[config.mk]
export PLATFORM = sky130hd
export DESIGN_NAME = vga_scan_unit
export DESIGN_NICKNAME = d
export VERILOG_FILES = /design/src/rtl/vga_timing_pkg.sv /design/src/rtl/vga_pixel_divider.sv /design/src/rtl/vga_scan_unit.sv
export SDC_FILE = /design/constraint.sdc
export NUM_CORES = 1
export LEC_CHECK = 0
export ABC_AREA = 1
export CAP_MARGIN = 20
export CORE_MARGIN = 2
export CORE_UTILIZATION = 55
export CTS_BUF_LIST = sky130_fd_sc_hd__clkbuf_8
export DETAILED_ROUTE_END_ITERATION = 7
export GPL_TIMING_DRIVEN = 0
export PLACE_DENSITY = 0.95
export SETUP_SLACK_MARGIN = 0.15
export SYNTH_ARGS = -nofsm -noshare
export SYNTH_HDL_FRONTEND = slang
export SYNTH_SLANG_ARGS = --single-unit
export TNS_END_PERCENT = 30
[constraint.sdc]
create_clock -name clk -period 2.85 [get_ports clk]
set_input_delay 0.57 -clock clk [delete_from_list [all_inputs] [get_ports clk]]
set_output_delay 0.57 -clock clk [all_outputs]
set_load 0.01 [all_outputs]
[src/rtl/vga_timing_pkg.sv]
// Shared 640x480@60Hz timing constants and widths used by the scan unit
// and by the sprite units that consume its coordinates.
package vga_timing_pkg;

  localparam int CLK_DIV   = 4;
  localparam int H_DISPLAY = 640;
  localparam int H_FRONT   = 16;
  localparam int H_SYNC    = 96;
  localparam int H_BACK    = 48;
  localparam int V_DISPLAY = 480;
  localparam int V_FRONT   = 10;
  localparam int V_SYNC    = 2;
  localparam int V_BACK    = 33;

  localparam int H_TOTAL     = H_DISPLAY + H_FRONT + H_SYNC + H_BACK;
  localparam int V_TOTAL     = V_DISPLAY + V_FRONT + V_SYNC + V_BACK;
  localparam int HSYNC_START = H_DISPLAY + H_FRONT;
  localparam int HSYNC_END   = HSYNC_START + H_SYNC - 1;
  localparam int VSYNC_START = V_DISPLAY + V_FRONT;
  localparam int VSYNC_END   = VSYNC_START + V_SYNC - 1;

  localparam int COLOR_W = 8;
  localparam int COORD_W = 10;

  // Counter width for a divide-by-n counter; never narrower than one bit.
  function automatic int cnt_width(input int n);
    return (n > 1) ? $clog2(n) : 1;
  endfunction

endpackage

[src/rtl/vga_pixel_divider.sv]
// Divides the system clock down to the pixel rate: a one-clk p_tick every
// CLK_DIV clocks, plus the combinational advance strobe the counters use.
module vga_pixel_divider
  import vga_timing_pkg::*;
#(
  parameter int CLK_DIV = vga_timing_pkg::CLK_DIV
) (
  input  logic clk,
  input  logic reset,
  output logic advance,
  output logic p_tick
);

  localparam int DW = cnt_width(CLK_DIV);
  localparam logic [DW-1:0] DIV_LAST = DW'(CLK_DIV - 1);

  logic [DW-1:0] div_cnt_r;
  logic          p_tick_r;

  // advance lines up with the edge on which p_tick rises, so the counters
  // and p_tick change together.
  assign advance = (div_cnt_r == DIV_LAST);
  assign p_tick  = p_tick_r;

  // Free-running divide-by-CLK_DIV counter and registered pixel tick.
  always_ff @(posedge clk or negedge reset) begin
    if (!reset) begin
      div_cnt_r <= {DW{1'b0}};
      p_tick_r  <= 1'b0;
    end else begin
      if (advance) begin
        div_cnt_r <= {DW{1'b0}};
      end else begin
        div_cnt_r <= div_cnt_r + DW'(1);
      end
      p_tick_r <= advance;
    end
  end

endmodule

[src/rtl/vga_scan_unit.sv]
// VGA scan generator: pixel/line counters, sync decode and a one-pixel
// output pipeline keeping sync, video_on and colour aligned for the DAC.
module vga_scan_unit
  import vga_timing_pkg::*;
#(
  parameter int CLK_DIV   = vga_timing_pkg::CLK_DIV,
  parameter int H_DISPLAY = vga_timing_pkg::H_DISPLAY,
  parameter int H_FRONT   = vga_timing_pkg::H_FRONT,
  parameter int H_SYNC    = vga_timing_pkg::H_SYNC,
  parameter int H_BACK    = vga_timing_pkg::H_BACK,
  parameter int V_DISPLAY = vga_timing_pkg::V_DISPLAY,
  parameter int V_FRONT   = vga_timing_pkg::V_FRONT,
  parameter int V_SYNC    = vga_timing_pkg::V_SYNC,
  parameter int V_BACK    = vga_timing_pkg::V_BACK
) (
  input  logic               clk,
  input  logic               reset,
  input  logic [COLOR_W-1:0] color_in,
  output logic [COORD_W-1:0] x,
  output logic [COORD_W-1:0] y,
  output logic               p_tick,
  output logic               video_on,
  output logic               hsync,
  output logic               vsync,
  output logic               frame_tick,
  output logic [COLOR_W-1:0] rgb_out
);

  localparam logic [COORD_W-1:0] H_LAST   = COORD_W'(H_DISPLAY + H_FRONT + H_SYNC + H_BACK - 1);
  localparam logic [COORD_W-1:0] V_LAST   = COORD_W'(V_DISPLAY + V_FRONT + V_SYNC + V_BACK - 1);
  localparam logic [COORD_W-1:0] H_ACT    = COORD_W'(H_DISPLAY);
  localparam logic [COORD_W-1:0] V_ACT    = COORD_W'(V_DISPLAY);
  localparam logic [COORD_W-1:0] V_ACT_LAST = COORD_W'(V_DISPLAY - 1);
  localparam logic [COORD_W-1:0] HS_START = COORD_W'(H_DISPLAY + H_FRONT);
  localparam logic [COORD_W-1:0] HS_END   = COORD_W'(H_DISPLAY + H_FRONT + H_SYNC - 1);
  localparam logic [COORD_W-1:0] VS_START = COORD_W'(V_DISPLAY + V_FRONT);
  localparam logic [COORD_W-1:0] VS_END   = COORD_W'(V_DISPLAY + V_FRONT + V_SYNC - 1);

  logic               advance_s;
  logic [COORD_W-1:0] h_count_r;
  logic [COORD_W-1:0] v_count_r;
  logic               h_last_s;
  logic               v_last_s;
  logic               active_s;
  logic               hsync_raw_s;
  logic               vsync_raw_s;
  logic               video_on_r;
  logic               hsync_r;
  logic               vsync_r;
  logic               frame_tick_r;
  logic [COLOR_W-1:0] rgb_r;

  vga_pixel_divider #(
    .CLK_DIV (CLK_DIV)
  ) u_divider (
    .clk     (clk),
    .reset   (reset),
    .advance (advance_s),
    .p_tick  (p_tick)
  );

  assign h_last_s    = (h_count_r == H_LAST);
  assign v_last_s    = (v_count_r == V_LAST);
  assign active_s    = (h_count_r < H_ACT) && (v_count_r < V_ACT);
  assign hsync_raw_s = !((h_count_r >= HS_START) && (h_count_r <= HS_END));
  assign vsync_raw_s = !((v_count_r >= VS_START) && (v_count_r <= VS_END));

  // Horizontal and vertical scan counters, stepping once per pixel period.
  always_ff @(posedge clk or negedge reset) begin
    if (!reset) begin
      h_count_r <= {COORD_W{1'b0}};
      v_count_r <= {COORD_W{1'b0}};
    end else if (advance_s) begin
      if (h_last_s) begin
        h_count_r <= {COORD_W{1'b0}};
        if (v_last_s) begin
          v_count_r <= {COORD_W{1'b0}};
        end else begin
          v_count_r <= v_count_r + COORD_W'(1);
        end
      end else begin
        h_count_r <= h_count_r + COORD_W'(1);
      end
    end
  end

  // One-pixel output pipeline; frame_tick fires as the scan enters line V_DISPLAY.
  always_ff @(posedge clk or negedge reset) begin
    if (!reset) begin
      video_on_r   <= 1'b0;
      hsync_r      <= 1'b1;
      vsync_r      <= 1'b1;
      rgb_r        <= {COLOR_W{1'b0}};
      frame_tick_r <= 1'b0;
    end else begin
      frame_tick_r <= advance_s && h_last_s && (v_count_r == V_ACT_LAST);
      if (advance_s) begin
        video_on_r <= active_s;
        hsync_r    <= hsync_raw_s;
        vsync_r    <= vsync_raw_s;
        rgb_r      <= active_s ? color_in : {COLOR_W{1'b0}};
      end
    end
  end

  assign x          = h_count_r;
  assign y          = v_count_r;
  assign video_on   = video_on_r;
  assign hsync      = hsync_r;
  assign vsync      = vsync_r;
  assign frame_tick = frame_tick_r;
  assign rgb_out    = rgb_r;

endmodule

==> results of run 1 <==
Yosys cell counts, types with 2 or more instances:
| library cell | instances |
|---|---|
| dfrtp_1 | 33 |
| o21ai_0 | 12 |
| dfstp_2 | 2 |
| xor2_1 | 4 |
| nor3_1 | 4 |
| nand2_1 | 67 |
| inv_1 | 27 |
| nor2_2 | 3 |
| or2_2 | 2 |
| nor2_4 | 2 |
| inv_2 | 3 |
| nand3_1 | 18 |
| a21oi_1 | 3 |
| o21ai_1 | 2 |
| ha_1 | 5 |
| nor2_1 | 16 |
| nand4_1 | 9 |
state kept, by name, indices dropped and copies added (netlist names), 2 cells and up:
register,count
rgb_out,8
u_divider.div_cnt_r,2
x,10
y,10
area by class of cell:
cell class / instances / share of cell area (%)
Clock inverter: 3 / 2.66
Buffer: 4 / 1.15
Timing Repair Buffer: 42 / 17.3
Sequential cell: 35 / 36.6
Multi-Input combinational cell: 153 / 32.3
Tap cell: 44 / 2.29
Inverter: 31 / 4.90
Clock buffer: 5 / 2.86
metrics by stage:
| step | util (%) | std cells |
|---|---|---|
| 2_1_floorplan | - | 223 |
| 3_3_place_gp | 73.9 | 309 |
| 3_5_place_dp | 73.7 | 309 |
| 4_1_cts | 78.0 | 317 |
| 5_1_grt | 78.0 | 317 |
| 6_report | 78.0 | 317 |
metal layers:
layer / vias to the layer above / GRT usage (%) / part of all wire [%]
li1: 804 / - / -
met1: 773 / 30.6 / 43
met2: 71 / 40.1 / 47
met3: 10 / 6.72 / 8.5
met4: 0 / 9.01 / 1.6
met5: - / 0 / 0
worst register-to-register path: cells and delay by family (launching register included):
family                     cells  cell delay, ns
and+or+nand+nor                3            0.57
DFF                            1            0.45
AOI/OAI and AO/OA              1            0.09
adders and majority gates      1            0.15
buffers and inverters          2            0.18
power breakdown:
group	switching, mW	total [mW]	internal (mW)
clock	0.182	0.528	0.346
combinational	0.0189	0.0409	0.0220
sequential	0.00285	0.505	0.502
cells by family (layout without fill, tap and decap cells):
family,Yosys count,after routing,synth area share [%]
simple gates,126,126,32.5
flops,35,35,48.8
buf+inv,35,85,8.07
compound gates,18,18,5.15
fa+ha+maj,5,5,3.48
xor+xnor,4,4,1.95
how the worst max path moves through the flow:
stage,slack (ns),cells after the start,startpoint,to
after global routing,0.90,1,x[3],x[3]
final,0.93,1,vsync,vsync
after CTS,0.93,1,vsync,vsync
after floorplan,1.52,8,x[0],y[1]
after global placement,0.50,1,reset,rgb_out[3]
after detailed placement,1.24,1,vsync,vsync
layout by cell type (no fill, tap or decap), types with 5 or more instances in the layout:
| cell type | count |
|---|---|
| nand4_1 | 9 |
| clkbuf_8 | 5 |
| ha_1 | 5 |
| clkdlybuf4s50_1 | 41 |
| nand3_1 | 18 |
| nand2_1 | 67 |
| o21ai_0 | 12 |
| nor2_1 | 16 |
| inv_1 | 28 |
| dfrtp_1 | 33 |
==> flow_summary.ini, run 1 <==
[timing]
rsz0062_at_grt = no
setup_tns_ns = 0
period_minus_slack_ns = 1.92
max_slew_margin_pct = 48.6
fin_ws_ns = 0.931
slew_violations = 0
fmax_ghz = 0.521
fin_crit_sh_pct = 67.3
worst_pin_slew_ns = 0.771
report.final.hold_viol_count = 0
hold_ws_ns = 0.352
skew_ns = 0.00847
setup_viol = 0

[route]
num_vias = 1658
vias_per_cell = 5.23
drtAntennaViolNets = 0
routedWlPerCell_um = 13.2
drtIter0Drc = 80
routed_wl_mm = 4.17
drc = 0
dr.pass1.iters = 4

[cts]
cts_resized = 0
cts-root-buf = clkbuf_8
clk_pin_slew_ns = 0.07
clkSinkCount = 35
cts_buffers = 5
cts_buffer_depth = 2
cts_tree = built
clock_latency_ns = 0.29
htree_levels = 2
hold_buffers = 0
cts_setup_buffers = 0

[synth]
ys_warn_count = 0
ys_types = 28
syn_area_um2 = 1800
synth_seq_cells = 35
synth_area_leaders = dfrtp_1 (46%), nand2_1 (14%), inv_1 (5.6%)
yosysSeqAreaShare_pct = 48.8
syn_avg_cell_area_um2 = 8.07
netlist.area_leader.share_pct = 45.9
synthArstFlopShare_pct = 100
synth_edf_count = 0
ys.flop_type = dfrtp_1
syn_nets = 238
syn_inst = 223
synth_top_cell_by_area = dfrtp_1

[worst_setup_path]
rr_startpoint = y[0]
max_stage_delay_ns = 0.53
cp.arrival_ns = 1.35
crit_family = flip-flops
critPathKind = flip-flop to primary output
r2r_slack_ns = 1.28
path_buf_inv = 1
reg2reg_depth = 7
cp-start-kind = flip-flop
reg2reg_to = y[1]
slowest_stage = dfstp_2
path_cells = clkdlybuf4s50_1
worst_setup_path_end_kind = primary output
path_max_fanout = 2
cp.required_ns = 2.28

[floorplanning]
io_pins = 43
die_w_um = 61.2
initial_core_util_pct = 58.5
row_count = 20
chipHeight_um = 61.2
coreArea_um2 = 3080
die_area_um2 = 3740

[finish]
register_area_um2 = 878
syn_to_final_growth_pct = 33.5
layout.nets = 287
drive_above_1_share_pct = 10.3
fillers = 221
postLayoutCellArea_um2 = 2400
multi_input_area_um2 = 776
antenna_cells = 0

[placed_design]
post_dp_cell_area_um2 = 2270
gp_congestion = 0.852
io_buffer_count = 42
dpl.hpwl_mm = 2.88
pre_cts_ws_ns = 1.24

[grt]
track_usage_pct = 24.3
grt_max_degree = 36
overflow = 0
grt_pass1_vias = 1513
grt_antenna_before_repair = 0
grt_pass1_wl_mm = 6.61

[power_and_ir_drop]
power_density_nw_per_um2 = 447
finalPower_mw = 1.07
p_leak_nw = 1.13
ir_worst_vdd_mv = 0.424

[hold_path]
min_path_type = primary input to async pin

[outcome]
status = finished clean

[flow_run]
cap_violations = 0
Note: power is estimated with default switching activity, not from simulation.
==> run 2, diff against run 1 <==
Settings changed: CORE_UTILIZATION 55 to 51, PLACE_DENSITY 0.95 to 0.91.
Clock period 2.85 ns to 1.9 ns, I/O delays scaled along.
==> run 2 against run 1 <==
Routed wire length down 11%. Critical path depth unchanged. Die area up 7.3%. Hold slack worse by 0.20 ns. Final area down 1.5%. Global-route usage down 3.5 points. Combinational power up 47%. Register-to-register slack worse by 0.91 ns. Power up 26%. Non-clock buffer count unchanged. Sequential power up 50%.
==> flow_summary.ini, run 2 (same netlist as run 1, synthesis figures left out) <==
[worst_setup_path]
path_cells = clkdlybuf4s50_1
path_buf_inv = 1
r2r_slack_ns = 0.37
slowest_stage = dfstp_2
worst_setup_path_end_kind = primary output
crit_family = flip-flops
max_stage_delay_ns = 0.54
cp.arrival_ns = 1.35
cp.required_ns = 1.52
cp-start-kind = flip-flop
critPathKind = flip-flop to primary output
path_max_fanout = 2

[finish]
layout.nets = 287
final_common_cell = nand2_1
antenna_cells = 0
final_cell_mix = nand2_1 (67), clkdlybuf4s50_1 (40), dfrtp_1 (33)
drive_above_1_share_pct = 10.3
syn_to_final_growth_pct = 31.5
final_util_pct = 70.3

[cts]
cts_tree = built
cts-root-buf = clkbuf_8
hold_buffers = 0
clock_latency_ns = 0.29
htree_levels = 2
clkSinkCount = 35
cts_buffer_depth = 2
cts_buffers = 5
clk_pin_slew_ns = 0.07
cts_setup_buffers = 0

[floorplanning]
io_pins = 43
initial_core_util_pct = 53.5
chipHeight_um = 63.4
coreArea_um2 = 3360
die_area_um2 = 4020
row_count = 21
die_w_um = 63.4

[route]
num_vias = 1607
routedWlPerCell_um = 11.7
vias_per_cell = 5.04
drtIter0Drc = 48
routed_wl_mm = 3.73
drc = 0
dr.pass1.iters = 6
drtAntennaViolNets = 0

[timing]
rsz0062_at_grt = yes
max_slew_margin_pct = 51.0
period_minus_slack_ns = 1.73
worst_pin_slew_ns = 0.736
fmax_ghz = 0.577
fin_ws_ns = 0.168
skew_ns = 0.00978
slew_violations = 0
fin_crit_sh_pct = 91.1
setup_viol = 0
report.final.hold_viol_count = 0

[placed_design]
pre_cts_ws_ns = 0.433
gp_congestion = 0.927
dpl.hpwl_mm = 2.71
io_buffer_count = 42

[grt]
grt_antenna_before_repair = 0
grt_pass1_wl_mm = 6.40
grt_pass1_vias = 1444
overflow = 0
track_usage_pct = 20.9
grt_max_degree = 36

[power_and_ir_drop]
p_leak_nw = 1.11
power_density_nw_per_um2 = 574
ir_worst_vdd_mv = 0.454

[hold_path]
min_path_type = primary input to async pin

[outcome]
status = finished clean

[flow_run]
cap_violations = 0
## run 2: changes by cell type in the layout (fill, tap and decap cells not counted)
cell,change
dlymetal6s2s_1,+1
clkbuf_8,+1
clkinv_2,+1
clkdlybuf4s50_1,-1
bufinv_16,-2
## run 2: report_power, final
part | internal, mW | total, mW | switching (mW)
clock network | 0.287 | 0.540 | 0.253
logic | 0.0330 | 0.0600 | 0.0270
registers | 0.754 | 0.758 | 0.00444
total | 1.07 | 1.36 | 0.285
## run 2: timing repair
item,CTS,global route
gates resized for setup,0,1
setup endpoints to repair,0,4
hold endpoints to repair,0,0
## run 2: metrics by stage
step | power (mW) | cells | hold slack, ns | setup TNS [ns] | cell area (um2)
2_1_floorplan | 0.783 | 223 | 0.0844 | 0 | 1800
3_3_place_gp | 0.834 | 311 | 0.412 | -8.63 | 2280
3_5_place_dp | 0.834 | 311 | 0.420 | 0 | 2270
4_1_cts | 1.38 | 319 | 0.182 | 0 | 2360
5_1_grt | 1.42 | 319 | 0.222 | 0 | 2370
6_report | 1.36 | 319 | 0.153 | 0 | 2370
## run 2: layout make-up
type | instances | area, um2
Clock inverter | 2 | 8.76
Clock buffer | 6 | 82.6
Fill cell | 287 | 997
Timing Repair Buffer | 42 | 418
Inverter | 31 | 118
Buffer | 4 | 27.5
Multi-Input combinational cell | 153 | 776
Sequential cell | 35 | 878
Tap cell | 46 | 57.6
## run 2: worst paths after layout
check | startpoint | end | cells past startpoint
worst max register to register | y[0] | y[1] | 7
max in group asynchronous | reset | x[2] | 1
worst max-delay path | hsync | hsync | 1
worst min-delay path | reset | y[0] | 1
worst min register to register | u_divider.div_cnt_r[0] | u_divider.div_cnt_r[0] | 1
min in group clk | u_divider.div_cnt_r[0] | u_divider.div_cnt_r[0] | 1
## run 2: routing by layer
metal	GRT usage [%]	vias to the layer above	part of all wire, %
li1	-	806	-
met1	26.4	750	45
met2	32.5	44	47
met3	7.14	7	6.7
met4	8.97	0	1.4
met5	0	-	0
## run 2: worst register-to-register path: stages (launching register included)
cell and delay [ns]:
dfrtp_1 0.44, inv_1 0.14, ha_1 0.17, inv_1 0.04, nor2_1 0.09, nand4_1 0.23, nand3_1 0.18, o21ai_0 0.11
